<file path="config.mk">
export PLATFORM = sky130hd
export DESIGN_NAME = if_fetch_ctrl_flat
export DESIGN_NICKNAME = d
export VERILOG_FILES = /design/src/rtl/if_fetch_ctrl_pkg.sv /design/src/rtl/if_fetch_ctrl_if.sv /design/src/rtl/if_fetch_ctrl_queue.sv /design/src/rtl/if_fetch_ctrl.sv /design/src/flat_wrapper.sv
export SDC_FILE = /design/constraint.sdc
export NUM_CORES = 1
export LEC_CHECK = 0
export ABC_AREA = 1
export ABC_CLOCK_PERIOD_IN_PS = 6350
export CAP_MARGIN = 0
export CELL_PAD_IN_SITES_DETAIL_PLACEMENT = 1
export CELL_PAD_IN_SITES_GLOBAL_PLACEMENT = 2
export CORE_ASPECT_RATIO = 1.25
export CORE_MARGIN = 2
export CORE_UTILIZATION = 35
export DETAILED_ROUTE_END_ITERATION = 8
export HOLD_SLACK_MARGIN = 0.06
export PLACE_DENSITY_LB_ADDON = 0.1
export SYNTH_ARGS = -nofsm -noshare
export SYNTH_HDL_FRONTEND = slang
export SYNTH_SLANG_ARGS = --single-unit
</file>
<file path="constraint.sdc">
create_clock -name clk -period 6.35 [get_ports clk]
set_input_delay 0.9525 -clock clk [delete_from_list [all_inputs] [get_ports clk]]
set_output_delay 0.9525 -clock clk [all_outputs]
set_load 0.01 [all_outputs]
</file>
<file path="src/rtl/if_fetch_ctrl_pkg.sv">
// Shared types and constants for the instruction-fetch sequencer.
package if_pkg;

   localparam int          XLEN             = 32;
   localparam logic [31:0] NOP_INSTR        = 32'h0000_0013;
   localparam logic [31:0] RESET_PC_DEFAULT = 32'h0000_0000;

   // FETCH: requesting words; FULL: queue holds DEPTH entries; FAULT: misaligned target
   typedef enum logic [1:0] {
      FETCH = 2'd0,
      FULL  = 2'd1,
      FAULT = 2'd2
   } fetch_state_t;

   // One prefetched instruction together with the address it came from
   typedef struct packed {
      logic [XLEN-1:0] pc;
      logic [XLEN-1:0] instr;
   } fetch_entry_t;

endpackage

</file>
<file path="src/rtl/if_fetch_ctrl_if.sv">
// Bus bundle between the fetch sequencer, instruction memory, EX redirect and decode.
//
// Handshakes:
//  - imem: the sequencer presents imem_addr with imem_en; the word is taken only
//    in a cycle where imem_en && imem_ready are both high. With imem_ready low the
//    address and enable are held unchanged.
//  - decode: an instruction moves from fetch to decode exactly in a cycle where
//    instr_valid && instr_ready are both high. instr/instr_pc are stable while
//    instr_valid is high and instr_ready low, except when a redirect flushes them.
interface if_fetch_ctrl_if;
   import if_pkg::*;

   logic            redirect;
   logic [XLEN-1:0] redirect_pc;
   logic [XLEN-1:0] imem_addr;
   logic            imem_en;
   logic [XLEN-1:0] imem_data;
   logic            imem_ready;
   logic [XLEN-1:0] instr;
   logic [XLEN-1:0] instr_pc;
   logic            instr_valid;
   logic            instr_ready;
   logic            misalign_fault;
   fetch_state_t    state;           // debug view of the sequencer FSM

   modport master (
      input  redirect, redirect_pc, imem_data, imem_ready, instr_ready,
      output imem_addr, imem_en, instr, instr_pc, instr_valid, misalign_fault, state
   );

   modport slave (
      output redirect, redirect_pc, imem_data, imem_ready, instr_ready,
      input  imem_addr, imem_en, instr, instr_pc, instr_valid, misalign_fault, state
   );

endinterface

</file>
<file path="src/rtl/if_fetch_ctrl_queue.sv">
// Prefetch FIFO of {pc, instr} entries with a combinational head and a flush.
module if_fetch_queue
   import if_pkg::*;
#(
   parameter int DEPTH = 4
) (
   input  logic                         clk,
   input  logic                         reset,
   input  logic                         flush,
   input  logic                         push,
   input  fetch_entry_t                 push_data,
   input  logic                         pop,
   output fetch_entry_t                 head,
   output logic [$clog2(DEPTH+1)-1:0]   count,
   output logic                         empty,
   output logic                         full
);

   localparam int PW = $clog2(DEPTH);
   localparam int CW = $clog2(DEPTH+1);

   fetch_entry_t    mem [DEPTH];
   logic [PW-1:0]   rd_ptr;
   logic [PW-1:0]   wr_ptr;

   // Pointers and occupancy; flush empties the queue in one cycle
   always_ff @(posedge clk) begin
      if (reset || flush) begin
         rd_ptr <= '0;
         wr_ptr <= '0;
         count  <= '0;
      end else begin
         if (push) wr_ptr <= wr_ptr + 1'b1;
         if (pop)  rd_ptr <= rd_ptr + 1'b1;
         case ({push, pop})
            2'b10:   count <= count + 1'b1;
            2'b01:   count <= count - 1'b1;
            default: count <= count;
         endcase
      end
   end

   // Storage write; contents need no reset because count gates visibility
   always_ff @(posedge clk) begin
      if (push) mem[wr_ptr] <= push_data;
   end

   // The controller only pushes while not full and only pops while not empty
   always_ff @(posedge clk) begin
      if (!reset && !flush) begin
         assert (!(push && !pop && full));
         assert (!(pop && empty));
      end
   end

   assign head  = mem[rd_ptr];
   assign empty = (count == '0);
   assign full  = (count == CW'(DEPTH));

endmodule

</file>
<file path="src/rtl/if_fetch_ctrl.sv">
// Instruction-fetch sequencer: owns fetch_pc, requests words from instruction
// memory, buffers them in a prefetch queue and hands them to decode.
module if_fetch_ctrl
   import if_pkg::*;
#(
   parameter int              DEPTH    = 4,
   parameter logic [XLEN-1:0] RESET_PC = RESET_PC_DEFAULT
) (
   input  logic           clk,
   input  logic           reset,
   if_fetch_ctrl_if.master bus
);

   localparam int CW = $clog2(DEPTH+1);

   fetch_state_t     state;
   fetch_state_t     state_next;
   logic [XLEN-1:0]  fetch_pc;
   logic             fault_q;
   logic             imem_en;
   logic             push;
   logic             pop;
   logic             instr_valid;
   logic             misaligned;
   fetch_entry_t     push_data;
   fetch_entry_t     head;
   logic [CW-1:0]    count;
   logic             empty;
   logic             full;

   if_fetch_queue #(.DEPTH(DEPTH)) u_queue (
      .clk       (clk),
      .reset     (reset),
      .flush     (bus.redirect),
      .push      (push),
      .push_data (push_data),
      .pop       (pop),
      .head      (head),
      .count     (count),
      .empty     (empty),
      .full      (full)
   );

   // Handshake qualifiers and next state; a redirect overrides push and occupancy
   always_comb begin
      imem_en     = (state == FETCH) && !reset;
      push        = imem_en && bus.imem_ready && !bus.redirect;
      instr_valid = !empty && (state != FAULT);
      pop         = instr_valid && bus.instr_ready;
      misaligned  = |bus.redirect_pc[1:0];
      push_data   = '{pc: fetch_pc, instr: bus.imem_data};
      state_next  = state;
      if (bus.redirect) begin
         state_next = misaligned ? FAULT : FETCH;
      end else if (state != FAULT) begin
         if ((full && !pop) || (push && !pop && count == CW'(DEPTH-1)))
            state_next = FULL;
         else
            state_next = FETCH;
      end
   end

   // FSM state register
   always_ff @(posedge clk) begin
      if (reset) state <= FETCH;
      else       state <= state_next;
   end

   // Fetch PC: re-steered by redirect, advanced by one word per accepted request
   always_ff @(posedge clk) begin
      if (reset)             fetch_pc <= RESET_PC;
      else if (bus.redirect) fetch_pc <= bus.redirect_pc;
      else if (push)         fetch_pc <= fetch_pc + 32'd4;
   end

   // Misalignment flag follows the most recent redirect target
   always_ff @(posedge clk) begin
      if (reset)             fault_q <= 1'b0;
      else if (bus.redirect) fault_q <= misaligned;
   end

   assign bus.imem_addr      = fetch_pc;
   assign bus.imem_en        = imem_en;
   assign bus.instr_valid    = instr_valid;
   assign bus.instr          = instr_valid ? head.instr : NOP_INSTR;
   assign bus.instr_pc       = instr_valid ? head.pc    : '0;
   assign bus.misalign_fault = fault_q;
   assign bus.state          = state;

endmodule

</file>
<file path="src/flat_wrapper.sv">
// flat-port wrapper written by rule: the top's interface ports become plain ports
module if_fetch_ctrl_flat import if_pkg::*;
#(
   parameter int              DEPTH    = 4,
   parameter logic [XLEN-1:0] RESET_PC = RESET_PC_DEFAULT
)
  (clk, reset, bus_redirect, bus_redirect_pc, bus_imem_data, bus_imem_ready, bus_instr_ready, bus_imem_addr, bus_imem_en, bus_instr, bus_instr_pc, bus_instr_valid, bus_misalign_fault, bus_state);
  if_fetch_ctrl_if bus_i ();
  input  logic clk;
  input  logic reset;
  input wire logic [$bits(bus_i.redirect)-1:0] bus_redirect;
  input wire logic [$bits(bus_i.redirect_pc)-1:0] bus_redirect_pc;
  input wire logic [$bits(bus_i.imem_data)-1:0] bus_imem_data;
  input wire logic [$bits(bus_i.imem_ready)-1:0] bus_imem_ready;
  input wire logic [$bits(bus_i.instr_ready)-1:0] bus_instr_ready;
  output wire logic [$bits(bus_i.imem_addr)-1:0] bus_imem_addr;
  output wire logic [$bits(bus_i.imem_en)-1:0] bus_imem_en;
  output wire logic [$bits(bus_i.instr)-1:0] bus_instr;
  output wire logic [$bits(bus_i.instr_pc)-1:0] bus_instr_pc;
  output wire logic [$bits(bus_i.instr_valid)-1:0] bus_instr_valid;
  output wire logic [$bits(bus_i.misalign_fault)-1:0] bus_misalign_fault;
  output wire logic [$bits(bus_i.state)-1:0] bus_state;
  assign bus_i.redirect = bus_redirect;
  assign bus_i.redirect_pc = bus_redirect_pc;
  assign bus_i.imem_data = bus_imem_data;
  assign bus_i.imem_ready = bus_imem_ready;
  assign bus_i.instr_ready = bus_instr_ready;
  assign bus_imem_addr = bus_i.imem_addr;
  assign bus_imem_en = bus_i.imem_en;
  assign bus_instr = bus_i.instr;
  assign bus_instr_pc = bus_i.instr_pc;
  assign bus_instr_valid = bus_i.instr_valid;
  assign bus_misalign_fault = bus_i.misalign_fault;
  assign bus_state = bus_i.state;
  if_fetch_ctrl #(.DEPTH(DEPTH), .RESET_PC(RESET_PC)) u_core (.clk(clk), .reset(reset), .bus(bus_i));
endmodule
</file>
==> flow_summary_export.csv <==
group,metric,value,unit
sta,skew,0.03406,ns
pwr,power_frac_clock,42.3,%
pwr,seq_power_share,52.8,%
pwr,p_switching,0.8786,mW
sta,setup_ws,2.009,ns
logic_synthesis,synthCells,1200,
sta,hold-worst-slack,0.4696,ns
route,drc,0,
sta,slew_headroom,41.70,%
clocking,cts_root_buf,"clkbuf_16",
setup_path,start_kind,"flop",
route,wl_per_cell,18.68,µm
final_layout,final_common_cell,"nor2_1",
clocking,clockBufferDepth,3,
logic_synthesis,synth-seq-cells,300,
outcome,status,"finished, final reports clean",
placement,hpwlAfterDp,21280,µm
global_route,grt_max_degree,83,
route,viasPerCell,4.938,
final_layout,diodes,0,
global_route,grt_pass1_wl,54880,µm
clocking,cts_hold_buf,0,
pwr,totalPowerFinal,4.188,mW
clocking,cts_buffers,31,
clocking,clkLatencyLatePin,0.57,ns
setup_path,crit_path_max_incr_delay,0.62,ns
setup_path,crit_slowest_cell,"buf_4",
final_layout,syn_to_final_growth,25.37,%
pwr,p_per_area,264.9,nW/µm²
pwr,intPower,3.310,mW
final_layout,drive_gt1_share,6.512,%
pwr,power_switching_share,20.98,%
clocking,path_clk_slew,0.06,ns
setup_path,worstPathArrival,3.39,ns
placement,finalWeightedCongestion,0.7505,
clocking,cts_tree,"built",
setup_path,path_cells,"buf_4 > buf_4 > nor2_1 > nor2_1 > o21ai_0 > a21oi_1 > clkdlybuf4s50_1",
logic_synthesis,syn_area_per_cell,10.51,µm²
logic_synthesis,synth_edf_count,256,
sta,finalCriticalPeriod,4.341,ns
logic_synthesis,synth_ff_type,"edfxtp_1",
setup_path,worstPathRequired,5.40,ns
pwr,p_comb_share,5.0,%
logic_synthesis,ys_warn_count,0,
sta,finalSetupTns,0,ns
final_layout,fin_area,15810,µm²
setup_path,path_max_fanout,75,
hold_path,hold_path.class,"reg2reg",
clocking,cts.sinks,300,
placement,port_buffers,169,
setup_path,end_kind,"output port",
route,detail_route.first_pass.iterations,4,
pwr,peakVddDrop,0.2214,mV
sta,rsz0062_at_grt,"false",
route,drtAntennaViolNets,0,
sta,setup_violations,0,
sta,min_period_over_period,68.36,%
sta,hold_viol,0,
logic_synthesis,netlist_area,12610,µm²
logic_synthesis,async_reset_ff_share,0,%
global_route,grt_usage,18.56,%
floorplan,start_util,35.57,%
global_route,overflow,0,
logic_synthesis,synth.area.top_cells,"edfxtp_1 (61%), nor2_1 (8.9%), dfxtp_1 (7.0%), o21ai_0 (6.1%), nand2_1 (3.8%)",
global_route,antenna_found_initial,0,
sta,slew_viol_final,0,
clocking,cts_resized,0,
logic_synthesis,netlist.area_leader.share,60.96,%
floorplan,core-area,35450,µm²
floorplan,floorplan.die_area,37580,µm²
clocking,htreeDepth,1,
sta,max_freq,230.4,MHz
floorplan,die_x,173.8,µm
logic_synthesis,synth-seq-area-share,67.94,%
route,totalWireLength,34670,µm
placement,place_ws,2.507,ns
global_route,grt_pass1_vias,9759,
pwr,p_leak,5.336,nW
placement,dpl-instance-area,14820,µm²
floorplan,die_y,216.2,µm
final_layout,nNetsFinal,1435,
run,maxCapViolations,0,
route,vias,9165,
setup_path,crit_type,"reg2out",
logic_synthesis,syn_nets,1277,
final_layout,final_cell_mix,"nor2_1 (296), edfxtp_1 (256), clkdlybuf4s50_1 (169)",
sta,worstMarginPinSlew,0.8745,ns
logic_synthesis,yosys.area.top_type,"edfxtp_1",
route,drtIter0Drc,541,
logic_synthesis,synth.distinct_cells,30,
floorplan,fp-row-count,77,
floorplan,io_pins,170,
clocking,post_cts_buffers,0,
path summary, 6_finish.rpt:
check	depth (start not counted)	endpoint	start	slack, ns
min reg2reg	2	u_core.bus.misalign_fault	u_core.bus.misalign_fault	0.47
max reg2reg	13	u_core.u_queue.count[2]	u_core.bus.state[0]	3.50
max	7	bus_instr[22]	flop	2.01
min	2	u_core.bus.misalign_fault	u_core.bus.misalign_fault	0.47
cell usage after synthesis (2+ instances only):
library cell,n
xnor2_1,4
inv_1,66
o21ai_1,7
clkbuf_1,21
and2_1,3
xor2_1,2
ha_1,7
edfxtp_1,256
nor2_4,5
nor2_1,300
o21ai_0,154
a21oi_1,91
nand2_2,5
nand3_1,42
a31oi_1,8
buf_1,13
dfxtp_1,44
buf_6,3
buf_2,21
nor2_2,6
inv_2,6
o311ai_0,3
nand2_1,126
critical path: cells and delay by family, from the launching register on:
family,cells,cell delay (ns)
AOI/OAI and AO/OA,2,0.37
buffers and inverters,3,1.83
DFF,1,0.34
and+or+nand+nor,2,0.22
area by class of cell:
cell class | instances | area [µm²]
fillers | 3956 | 19640
clock buffers | 42 | 837.1
repair buffers | 183 | 1847
clock inverters | 15 | 152.6
well taps | 474 | 593.1
inverters | 73 | 277.8
multi-input cells | 769 | 3530
flip-flops and latches | 300 | 8573
flip-flops by register name, indices dropped and copies added (netlist names), named ones only:
register / count
u_core.u_queue.mem: 256
u_core.bus.imem_addr: 32
u_core.bus.misalign_fault: 1
u_core.u_queue.wr_ptr: 2
u_core.u_queue.count: 3
u_core.bus.state: 2
u_core.u_queue.rd_ptr: 2
routing by layer:
metal / up-vias / share of wire (%) / track usage (%)
met5: - / 0 / 0
met4: 0 / 1.7 / 4.482
met3: 34 / 3.7 / 2.386
met2: 170 / 50 / 33.33
met1: 4535 / 44 / 23.76
li1: 4426 / - / -
metrics by stage:
step / cells / utilization [%]
after floorplan: 1200 / -
after global placement: 1799 / 41.80
after detailed placement: 1799 / 41.80
after CTS: 1856 / 44.59
after global routing: 1856 / 44.59
final: 1856 / 44.59
cell families (layout without fill, tap and decap cells):
kind of cell             count (synthesis)  in the layout  share of synthesized area (%)
XOR/XNOR                                 6              6                         0.4167
adder cells (fa/ha/maj)                  8              8                         0.8532
AO/OA/AOI/OAI                          264            264                          10.67
AND/OR/NAND/NOR                        491            491                          15.82
buffers and inverters                  131            313                          4.306
flip-flops                             300            300                          67.94
power groups by stage:
stage	Clock [mW]	Sequential [mW]	Combinational, mW
6_report	1.77	2.21	0.209
2_1_floorplan	0	2.24	0.0813
3_5_place_dp	0	2.25	0.212
5_1_grt	1.90	2.21	0.233
3_3_place_gp	0	2.25	0.210
4_1_cts	1.82	2.21	0.214
Note: power is estimated with default switching activity, not from simulation.
==> edit 1: new RTL, config.mk and constraints unchanged <==
`DEPTH` is set to 4 in 3 places; all go to 8.
--- a/src/rtl/if_fetch_ctrl_queue.sv
+++ b/src/rtl/if_fetch_ctrl_queue.sv
@@ -4,3 +4,3 @@
 #(
-   parameter int DEPTH = 4
+   parameter int DEPTH = 8
 ) (
--- a/src/rtl/if_fetch_ctrl.sv
+++ b/src/rtl/if_fetch_ctrl.sv
@@ -5,3 +5,3 @@
 #(
-   parameter int              DEPTH    = 4,
+   parameter int              DEPTH    = 8,
    parameter logic [XLEN-1:0] RESET_PC = RESET_PC_DEFAULT
--- a/src/flat_wrapper.sv
+++ b/src/flat_wrapper.sv
@@ -3,3 +3,3 @@
 #(
-   parameter int              DEPTH    = 4,
+   parameter int              DEPTH    = 8,
    parameter logic [XLEN-1:0] RESET_PC = RESET_PC_DEFAULT
Function: changed (Yosys sat finds a counterexample within 10 cycles, from zero or initial values and one cycle with reset high).
==> edit 1 against the unedited design <==
Hold slack worse by 0.014 ns; total power is 83% higher; area after synthesis is 81% higher; count of clock-buffer cells in the layout up 33; wire length is 87% higher; sequential cell count grew 260; non-clock buffer count grew 12; register-to-register slack worse by 0.36 ns; worst setup slack worse by 0.64 ns; sequential share of layout area is 6.3 points higher; design area increased by 71%; critical path type unchanged; largest power group unchanged.
==> edit 1: results (changes against the unedited design) <==
maximum VDD drop 183 uV (-18%); fin nets 2126 (+48%); R2R Setup Slk 3.14 ns (-0.36 ns); routability cong. 0.747 (-0.43%); Num CTS Buffers 56 (+81%); number of global-route vias before repair 16000 (+64%); Syn Nets 1990 (+56%); Worst Clk Skew 0.0113 ns (-0.0228 ns); Post-synth top cells 512 x edfxtp_1, 423 x nor2_1, 293 x o21ai_0; switching part of the total power 21.2% (+0.25 points); Post-synth EDFFs 512 (+100%); pre-CTS setup slack 1.68 ns (-0.827 ns); Mapped Avg Cell Area 11.9 um^2 (+13%); status finished clean; Compound-Gate Fraction of Synth Area 12.4% (+1.8 points); H-tree level count 2 (+1); routing usage on met2 34.4% (+1.1 points); max reg flops 512 (+100%); Vias 15200 (+65%); met1 Usage GRT 25.0% (+1.2 points); clock group share of total power 42.7% (+0.4 points); Cell Count Post-Placement 2840 (+58%); reg2reg start u_core.u_queue.count[2]$_SDFFE_PP0P_; DP Area 25200 um^2 (+70%); period utilization 78.4% (+10 points); Seq/Total Area, Yosys 71.8% (+3.8 points); Routed WL per cell 22.0 um (+18%); Cell variety after synth 38 (+27%); largest net degree at the start of global routing 122 (+47%); Critical Path End bus_instr_pc[18]; first-pass GRT wire length 98300 um (+79%); worst slew pin tran 1.09 ns (+0.220 ns); largest cells by area after synthesis edfxtp_1 68%, nor2_1 7.0%, o21ai_0 6.4%, dfxtp_1 4.2%, nand2_1 2.7%
## edit 1: cells by family after synthesis
group                    count (synthesis)
buffers and inverters                  169
AO/OA/AOI/OAI                          521
AND/OR/NAND/NOR                        647
XOR/XNOR                                10
flip-flops                             560
adder cells (fa/ha/maj)                  7
## edit 1: final cells by class
type / count / area (um^2) / share of cell area [%]
Timing Repair Buffer: 195 / 1940 / 7.17
Tap cell: 848 / 1060 / 3.93
Sequential cell: 560 / 16300 / 60.5
Multi-Input combinational cell: 1185 / 5670 / 21.0
Inverter: 52 / 205 / 0.760
Clock inverter: 28 / 243 / 0.899
Clock buffer: 75 / 1550 / 5.75
## edit 1: how the worst min path moves through the flow
stage | startpoint | slack [ns] | end
floorplan | u_core.u_queue.rd_ptr[2]$_SDFFE_PP0P_ | 0.43 | flop
global placement | u_core.bus.misalign_fault$_SDFFE_PP0P_ | 0.45 | u_core.bus.misalign_fault$_SDFFE_PP0P_
detailed placement | u_core.bus.misalign_fault$_SDFFE_PP0P_ | 0.46 | u_core.bus.misalign_fault$_SDFFE_PP0P_
CTS | u_core.bus.misalign_fault$_SDFFE_PP0P_ | 0.46 | u_core.bus.misalign_fault$_SDFFE_PP0P_
global route | u_core.bus.misalign_fault$_SDFFE_PP0P_ | 0.48 | u_core.bus.misalign_fault$_SDFFE_PP0P_
finish | u_core.bus.misalign_fault$_SDFFE_PP0P_ | 0.46 | u_core.bus.misalign_fault$_SDFFE_PP0P_
## edit 1: layer usage
layer / up-vias / part of all wire [%] / wire, um
li1: 7174 / - / -
met1: 7667 / 45 / 28900
met2: 240 / 51 / 32900
met3: 69 / 3.0 / 1940
met4: 0 / 1.6 / 1070
met5: - / 0 / 0
==> edit 2: new RTL, config.mk and constraints unchanged <==
Made on the original files. Make the reset (`reset`) asynchronous in 3 clocked blocks.
--- a/src/rtl/if_fetch_ctrl.sv
+++ b/src/rtl/if_fetch_ctrl.sv
@@ -63,3 +63,3 @@
    // FSM state register
-   always_ff @(posedge clk) begin
+   always_ff @(posedge clk or posedge reset) begin
       if (reset) state <= FETCH;
@@ -69,3 +69,3 @@
    // Fetch PC: re-steered by redirect, advanced by one word per accepted request
-   always_ff @(posedge clk) begin
+   always_ff @(posedge clk or posedge reset) begin
       if (reset)             fetch_pc <= RESET_PC;
@@ -76,3 +76,3 @@
    // Misalignment flag follows the most recent redirect target
-   always_ff @(posedge clk) begin
+   always_ff @(posedge clk or posedge reset) begin
       if (reset)             fault_q <= 1'b0;
Formal check against the unedited RTL: differs if reset is asserted again (counterexample within 4 cycles, from zero or initial values and one cycle with reset high); with reset held inactive, the same outputs for 4 cycles.
==> edit 2 against the unedited design <==
Register-to-register slack better by 0.17 ns; sequential cell count unchanged; via count down 1.5%; non-clock buffer count down 1; total power about the same; wire length up 1.4%; area after synthesis up 1.0%; design area about the same; highest routed layer unchanged; global-route usage about the same; worst setup slack worse by 0.25 ns; critical path depth unchanged.
==> edit 2: results (changes against the unedited design) <==
Leak 5.54 nW (+3.8%); Worst Clk Skew 0.0100 ns (-0.0240 ns); HP Class reg2reg; Worst R2R Path Depth 6 (-7); reg2reg start u_core.bus.state[0]$_DFFE_PP0P_; initial drt markers 379 (-30%); fin nets 1407 (-2.0%); Antenna Cells 0 (unchanged); worst r2r dst u_core.u_queue.mem[3][25]$_DFFE_PP_; register bank with the most flops u_core.u_queue.mem; Cell variety after synth 35 (+17%); worst-skew pair later-pin latency 0.56 ns; worst slew pin tran 1.02 ns (+0.146 ns); root buf cell clkbuf_16; Seq/Total Area, Yosys 68.6% (+0.70 points); hold slack 0.469 ns (-0.000508 ns); number of global-route vias before repair 9546 (-2.2%); Met3 Wirelength 1310 um (+1.9%); clock group share of total power 39.7% (-2.6 points); HPWL Detailed 21300 um (about the same); xor and xnor area share after synthesis 0.894% (+0.48 points); WL met1 15600 um (+1.3%); maximum VDD drop 197 uV (-11%); Syn Nets 1248 (-2.3%); first-pass GRT wire length 54600 um (-0.55%); Total GRT Usage 18.5% (about the same); # port buffers 169 (unchanged); met2 WL 17600 um (+1.2%); hold depth 2 (unchanged); DR top layer met4; Primary FF master, synth edfxtp_1; max reg flops 256 (unchanged); hold_sp u_core.u_queue.rd_ptr[1]$_SDFFE_PP0P_; routability cong. 0.751 (about the same); mux share of post-synthesis cell area 0% (unchanged); H-tree level count 1 (unchanged); Post-synth top cells 300 x nor2_1, 256 x edfxtp_1, 143 x nand2_1; largest net degree at the start of global routing 91 (+9.6%); Psw 0.938 mW (+6.8%); cts repair resizes 0 (unchanged); combinational power share 6.1% (+1.1 points); fill count 3944 (-0.30%); crit path DAT 3.64 ns (+0.25 ns); Final Hold Viols 0 (unchanged); post-CTS setup buffers 0 (unchanged); R2R Setup Slk 3.67 ns (+0.17 ns); status finished clean; drt first pass iters 6 (+2); routed wire length 35200 um (+1.4%); Power Combinational 0.255 mW (+22%); crit path max fanout 90 (+20%); Vias 9027 (-1.5%); largest power group sequential cells; Compound-Gate Fraction of Synth Area 9.36% (-1.3 points); Adder-Cell Fraction of Synth Area 0.845% (-0.0085 points); Post-synth EDFFs 256 (unchanged); async set-or-reset flop fraction in the synthesized netlist 11.7% (+12 points); largest cells by area after synthesis edfxtp_1 60%, nor2_1 8.8%, dfrtp_1 6.9%, o21ai_0 5.3%, nand2_1 4.2%; layout cells sized above 1 6.96% (+0.45 points)
-- edit 2: worst max-delay path by stage --
stage                                     endpoint  startpoint  cells after the start  slack [ns]
3_5_place_dp   u_core.u_queue.mem[3][26]$_DFFE_PP_       reset                      8        2.07
5_1_grt                               bus_instr[4]        flop                      7        1.39
2_1_floorplan   u_core.u_queue.mem[0][0]$_DFFE_PP_       reset                      6        1.15
3_3_place_gp   u_core.u_queue.mem[3][26]$_DFFE_PP_       reset                      8        2.13
6_report                              bus_instr[0]        flop                      7        1.75
4_1_cts                               bus_instr[4]        flop                      7        1.64
-- edit 2: metrics by stage --
stage	instances	area, um^2	setup slack (ns)
2_1_floorplan	1171	12700	1.15
3_3_place_gp	1777	14900	2.13
3_5_place_dp	1777	14900	2.07
4_1_cts	1831	15800	1.64
5_1_grt	1831	15800	1.39
6_report	1831	15800	1.75
-- edit 2: layout make-up --
class | instances | area (um^2) | area share [%]
sequential | 300 | 8750 | 55.3
multi-input combinational | 763 | 3570 | 22.6
timing repair buffer | 182 | 1790 | 11.3
clock buffer | 42 | 817 | 5.17
tap | 480 | 601 | 3.80
inverter | 52 | 199 | 1.26
clock inverter | 12 | 86.3 | 0.546
-- edit 2: critical path, cell delays in order (launching register included) --
cell             delay, ns
dfxtp_4               0.76
clkinv_2              0.62
buf_4                 0.58
nor2_1                0.19
nor2_1                0.05
o21ai_0               0.10
o311ai_0              0.16
clkdlybuf4s50_1       0.53
-- edit 2: layer usage --
metal / up-vias / global-route usage, %
met4: 0 / 4.78
met1: 4478 / 24.0
met5: - / 0
met3: 40 / 2.24
li1: 4328 / -
met2: 181 / 33.1
